`config.mk`:
```
export PLATFORM = sky130hd
export DESIGN_NAME = phtime_mlane
export DESIGN_NICKNAME = d
export VERILOG_FILES = /design/src/rtl/phtime_mlane.sv
export SDC_FILE = /design/constraint.sdc
export NUM_CORES = 2
export LEC_CHECK = 0
export ABC_CLOCK_PERIOD_IN_PS = 10400
export CAP_MARGIN = 15
export CELL_PAD_IN_SITES_DETAIL_PLACEMENT = 1
export CELL_PAD_IN_SITES_GLOBAL_PLACEMENT = 1
export CORE_MARGIN = 4
export CORE_UTILIZATION = 55
export DETAILED_ROUTE_END_ITERATION = 12
export DONT_BUFFER_PORTS = 1
export MAX_ROUTING_LAYER = met4
export PLACE_DENSITY = 0.91
export SLEW_MARGIN = 20
export SYNTH_ARGS = -nofsm -noshare
export SYNTH_HDL_FRONTEND = slang
export SYNTH_SLANG_ARGS = --single-unit
```
`constraint.sdc`:
```
create_clock -name clk -period 10.4 [get_ports clk]
set_input_delay 3.12 -clock clk [delete_from_list [all_inputs] [get_ports clk]]
set_output_delay 3.12 -clock clk [all_outputs]
set_load 0.02 [all_outputs]
```
`src/rtl/phtime_mlane.sv`:
```
// phtime_mlane: multi-lane phase-time generator.
// Produces NLANE phase words per clock, lane k = freq*(NLANE*n + k) + phoff
// (mod 2^FW), using a bounded TCW-bit cycle counter times freq plus a wrap
// base, so the phase stays continuous indefinitely. Fixed 4-cycle latency
// from start to the first valid word.
// Optional macro PHTIME_MLANE_ERRCHK_EN adds a per-lane incremental reference
// accumulator and a sticky err flag; without it err is tied 0.
module phtime_mlane #(
  parameter int FW    = 27,
  parameter int NLANE = 4,
  parameter int TCW   = 16
) (
  input  logic                  clk,
  input  logic                  reset,
  input  logic                  start,
  input  logic                  stop,
  input  logic [FW-1:0]         freq,
  input  logic [FW-1:0]         phoff,
  output logic [NLANE*FW-1:0]   phase,
  output logic                  valid,
  output logic                  busy,
  output logic                  err
);

  localparam int LNL = $clog2(NLANE);
  localparam int IW  = TCW + LNL;

  typedef enum logic {IDLE, RUN} state_t;

  state_t          r_state;
  logic [TCW-1:0]  r_n;
  logic [FW-1:0]   r_freq;
  logic [FW-1:0]   r_base0;
  logic            w_v0;
  logic [FW-1:0]   w_wrapInc;
  logic [FW-1:0]   w_prod [NLANE];

  logic            r_v1;
  logic [FW-1:0]   r_base1;
  logic [FW-1:0]   r_prod [NLANE];

  logic            r_v2;
  logic [FW-1:0]   r_sum  [NLANE];

  logic            r_valid;
  logic [FW-1:0]   r_phase [NLANE];

  assign w_v0 = (r_state == RUN);

  // One full counter period advances the phase by freq*NLANE*2^TCW; the shift
  // in an FW-wide context drops everything above the phase modulus.
  assign w_wrapInc = r_freq << IW;

  // Control FSM, cycle counter and wrap base (base starts at phoff so later
  // stages only need a single addition).
  always_ff @(posedge clk) begin
    if (reset) begin
      r_state <= IDLE;
      r_n     <= '0;
      r_freq  <= '0;
      r_base0 <= '0;
    end else if (start) begin
      r_state <= RUN;
      r_n     <= '0;
      r_freq  <= freq;
      r_base0 <= phoff;
    end else if (r_state == RUN) begin
      if (stop) begin
        r_state <= IDLE;
      end else begin
        r_n <= r_n + TCW'(1);
        if (&r_n) begin
          r_base0 <= r_base0 + w_wrapInc;
        end
      end
    end
  end

  // Per-lane product freq*(NLANE*n + k), truncated to the low FW bits.
  always_comb begin
    for (int k = 0; k < NLANE; k++) begin
      w_prod[k] = r_freq * FW'((IW'(r_n) << LNL) | IW'(k));
    end
  end

  // Stage 1: register the products together with the base they belong to.
  always_ff @(posedge clk) begin
    if (reset) begin
      r_v1    <= 1'b0;
      r_base1 <= '0;
      for (int k = 0; k < NLANE; k++) r_prod[k] <= '0;
    end else begin
      r_v1    <= w_v0;
      r_base1 <= r_base0;
      for (int k = 0; k < NLANE; k++) r_prod[k] <= w_prod[k];
    end
  end

  // Stage 2: add the wrap base (which already includes phoff).
  always_ff @(posedge clk) begin
    if (reset) begin
      r_v2 <= 1'b0;
      for (int k = 0; k < NLANE; k++) r_sum[k] <= '0;
    end else begin
      r_v2 <= r_v1;
      for (int k = 0; k < NLANE; k++) r_sum[k] <= r_prod[k] + r_base1;
    end
  end

`ifdef PHTIME_MLANE_ERRCHK_EN
  logic [FW-1:0] w_injMask;
  assign w_injMask = '0;
`endif

  // Output stage: phase only updates on valid words, otherwise it holds.
  always_ff @(posedge clk) begin
    if (reset) begin
      r_valid <= 1'b0;
      for (int k = 0; k < NLANE; k++) r_phase[k] <= '0;
    end else begin
      r_valid <= r_v2;
      if (r_v2) begin
        for (int k = 0; k < NLANE; k++) r_phase[k] <= r_sum[k];
`ifdef PHTIME_MLANE_ERRCHK_EN
        r_phase[0] <= r_sum[0] ^ w_injMask;
`endif
      end
    end
  end

  // Pack lanes onto the flat output bus.
  always_comb begin
    phase = '0;
    for (int k = 0; k < NLANE; k++) phase[k*FW +: FW] = r_phase[k];
  end

  assign valid = r_valid;
  assign busy  = w_v0 | r_v1 | r_v2 | r_valid;

`ifdef PHTIME_MLANE_ERRCHK_EN
  logic            r_f0, r_f1, r_f2;
  logic [FW-1:0]   r_phoff;
  logic [FW-1:0]   r_freq1, r_freq2, r_phoff1, r_phoff2;
  logic [FW-1:0]   r_ref [NLANE];
  logic            r_errSticky;
  logic            w_mis;

  // Latch phoff and mark the first issued word of each new sequence.
  always_ff @(posedge clk) begin
    if (reset) begin
      r_f0    <= 1'b0;
      r_phoff <= '0;
    end else begin
      r_f0 <= start;
      if (start) r_phoff <= phoff;
    end
  end

  // Carry the sequence parameters alongside the data pipeline.
  always_ff @(posedge clk) begin
    if (reset) begin
      r_f1 <= 1'b0; r_f2 <= 1'b0;
      r_freq1 <= '0; r_freq2 <= '0;
      r_phoff1 <= '0; r_phoff2 <= '0;
    end else begin
      r_f1 <= r_f0 & w_v0; r_f2 <= r_f1;
      r_freq1 <= r_freq; r_freq2 <= r_freq1;
      r_phoff1 <= r_phoff; r_phoff2 <= r_phoff1;
    end
  end

  // Incremental reference, aligned with the output register.
  always_ff @(posedge clk) begin
    if (reset) begin
      for (int k = 0; k < NLANE; k++) r_ref[k] <= '0;
    end else if (r_v2) begin
      for (int k = 0; k < NLANE; k++) begin
        if (r_f2) r_ref[k] <= r_freq2 * FW'(k) + r_phoff2;
        else      r_ref[k] <= r_ref[k] + FW'(r_freq2 * FW'(NLANE));
      end
    end
  end

  // Any lane disagreeing with its reference on a valid cycle.
  always_comb begin
    w_mis = 1'b0;
    if (r_valid) begin
      for (int k = 0; k < NLANE; k++) begin
        if (r_phase[k] != r_ref[k]) w_mis = 1'b1;
      end
    end
  end

  // Sticky error, cleared by reset or a new start.
  always_ff @(posedge clk) begin
    if (reset)      r_errSticky <= 1'b0;
    else if (start) r_errSticky <= 1'b0;
    else            r_errSticky <= r_errSticky | w_mis;
  end

  assign err = r_errSticky | w_mis;
`else
  assign err = 1'b0;
`endif

endmodule

```
==> metrics.cfg <==
[sta]
slew_violations=0
fmax_ghz=0.132
max_slew_margin=0.198
finalCritPeriodShare=0.730
rsz0062_at_grt=no
worst_pin_slew_ns=1.20
fin_tns_setup_ns=0
setup_violations=0
hold_viol=0
min_period_ns=7.59
finClkSkew_ns=0.0289

[logic_synthesis]
netlist_instances=3770
synth_commonest_cells=753 x inv_1, 468 x fa_1, 313 x nor2_1
synth.most_common_cell=inv_1
synth_nets=4595
seq_area_frac_synth=0.261
yosys_register_bits=416
ys_async_sr_fraction=0
synthDominantCellAreaShare=0.260
synth_area_sq_um=36000
synth_area_leaders=fa_1 26%, dfxtp_1 17%, ha_1 10%
ys_types=74
synth_ff_type=dfxtp_1
yosysTopAreaCell=fa_1
avgSynthCellArea_sq_um=9.54
synth_edf_count=106
synth_warnings=0

[finish]
regArea_sq_um=9390
post-route-util=0.591
fillers=7211
final_cell_count_no_fill=4610
multiInputGateArea_sq_um=23300
syn2layout_area_growth_pct=6.15
drive_gt1_frac=0.0291
finalNetCount=4539

[drt]
ant_nets=0
vias_per_cell=5.84
wirelength_um=115000
num_vias=26900
firstDrtPassIters=5
drc=0
drt-initial-drc-count=2247
wl_per_cell_um=25.0

[worst_hold_path]
hold_path.class=reg2reg

[placed_design]
dp.cells=4522
io_buffers=0
place.gp.congestion=0.936
hpwl_um=90200

[global_routing]
grt_pass1_vias=30400
grt_max_degree=301
grt_pass1_wl_um=179000
grt_overflow_total=0
antenna_found_initial=4
grt_usage=0.339

[clock_tree]
ctsHoldBuffers=0
clockBufferDepth=3
insertion_delay_ns=0.61
cts_root_buffer=clkbuf_16
cts_sinks=416
cts_max_level=2
cts_tree=yes
path_clk_slew_ns=0.06
post_cts_buffers=0
cts_buffers=45
ctsResizeCount=0

[run]
maxCapViolCount=0

[worst_setup_path]
r2r-start=r_n[1]
startpoint=r_n[1]
required_ns=10.87
r2r_cells=22
crit_buf_inv=5
crit_end=r_prod[0][26]
setup.worst_path.end_class=flip-flop
path_max_fanout=27
worst-path-stages=22
cp_cell_sequence=nand2_1, fa_1, fa_1, inv_1, fa_1, inv_1, fa_1, inv_1, fa_1, inv_1, fa_1, inv_1, ha_1, nand2_1, nor2_1, a41oi_1, a311oi_1, a21oi_1, o21ai_0, o31ai_1, xnor2_1, nor2_1
cp-start-kind=flip-flop
critPathSlowestCell=dfxtp_1
ff2ff_setup_slack_ns=2.81
cp_top_family=adder cells
crit_type=reg2reg
cpPeakStageDelay_ns=1.11
timing.rr.end=r_prod[0][26]
cpMostUsedCell=fa_1
cp.arrival_ns=8.07

[power]
p_leak_nw=18.8
ir_drop_mv=0.127
power.total_mw=3.95
p_per_area_nw_per_um2=103

[die]
pin_count=169
die_area_sq_um=69500
fp.coreArea_sq_um=64600
fp.dieW_um=264
rows=93
initial_core_util=0.557
fp.dieH_um=264

[status]
status=finished clean

## flip-flops by register name, summed over array words and instances (netlist names)
signal	count
r_base0	27
r_sum	106
r_prod	103
valid	1
r_state	1
r_phase	106
r_v1	1
r_n	16
r_v2	1
r_base1	27
r_freq	27
## worst min-delay path by stage
stage	start	end	slack (ns)	cells past startpoint
finish	r_base0[3]	r_base1[3]	0.46	1
floorplan	r_v1	r_v2	0.43	1
detailed placement	r_base0[11]	r_base1[11]	0.46	1
CTS	r_base0[3]	r_base1[3]	0.46	1
global route	r_base0[5]	r_base1[5]	0.48	1
global placement	r_base0[5]	r_base1[5]	0.45	1
## power breakdown
part	switching [mW]	total, mW	internal, mW
Sequential	0.0948	1.83	1.74
Clock	0.727	1.62	0.891
Combinational	0.309	0.497	0.187
Total	1.13	3.95	2.82
## worst register-to-register path, stage by stage, from the launching register on
cell and delay (ns):
dfxtp_1 1.11, nand2_1 0.25, fa_1 0.57, fa_1 0.56, inv_1 0.06, fa_1 0.52, inv_1 0.07, fa_1 0.60
inv_1 0.12, fa_1 0.49, inv_1 0.07, fa_1 0.55, inv_1 0.05, ha_1 0.40, nand2_1 0.12, nor2_1 0.15
a41oi_1 0.08, a311oi_1 0.69, a21oi_1 0.26, o21ai_0 0.37, o31ai_1 0.14, xnor2_1 0.18, nor2_1 0.06
## cell usage in the layout, fill, tap and decap left out, types with 6 or more instances in the layout
cell type and count:
nand4_1 14, nand2_1 256, nor3_1 43, ha_1 299, nor2_1 313, o21a_1 39, buf_4 14, a211oi_1 18
o21ai_0 85, a211o_1 9, clkbuf_1 11, or3_1 15, fa_1 468, xor2_1 87, a31oi_1 10, inv_1 753
nor2b_1 84, clkinv_2 6, edfxtp_1 106, o31a_1 7, a21o_1 72, and2_1 201, clkbuf_16 46, dfxtp_1 309
nand3_1 23, o21bai_1 12, a21oi_1 108, nand2b_1 25, mux2i_1 53, o31ai_1 12, xnor2_1 117, or2_2 6
o22ai_1 7, and3_1 16, o2111ai_1 6
## layer usage
layer,vias up,part of all wire,track usage
met3,369,0.067,0.0628
li1,11600,-,-
met2,1095,0.49,0.568
met1,13800,0.40,0.411
met4,0,0.047,0.129
met5,-,0,-
## metrics by stage
step,cell area (sq um),hold WS (ns),worst slack [ns]
2_1_floorplan,36000,0.430,4.20
3_3_place_gp,36700,0.448,3.40
3_5_place_dp,36700,0.460,3.06
4_1_cts,38200,0.464,2.94
5_1_grt,38200,0.484,2.66
6_report,38200,0.456,2.81
## cells by family (layout without fill, tap and decap cells)
logic type               after synthesis  after routing  share of synthesized area
adder cells (fa/ha/maj)              767            767                      0.365
other                                  1              5                   0.000104
multiplexers                          56             56                     0.0157
buffers and inverters                870            851                     0.0914
AO/OA/AOI/OAI                        437            437                     0.0811
XOR/XNOR                             205            205                     0.0501
flip-flops                           416            416                      0.261
AND/OR/NAND/NOR                     1018           1018                      0.136
## cell type report
class | count | share of cell area
Timing Repair Buffer | 14 | 0.00275
Sequential cell | 416 | 0.246
Inverter | 753 | 0.0740
Multi-Input combinational cell | 2484 | 0.610
Clock buffer | 62 | 0.0330
Clock inverter | 22 | 0.00564
Tap cell | 855 | 0.0280
Antenna cell | 4 | 0.000262
No activity file was read; power rests on OpenSTA's default activity.
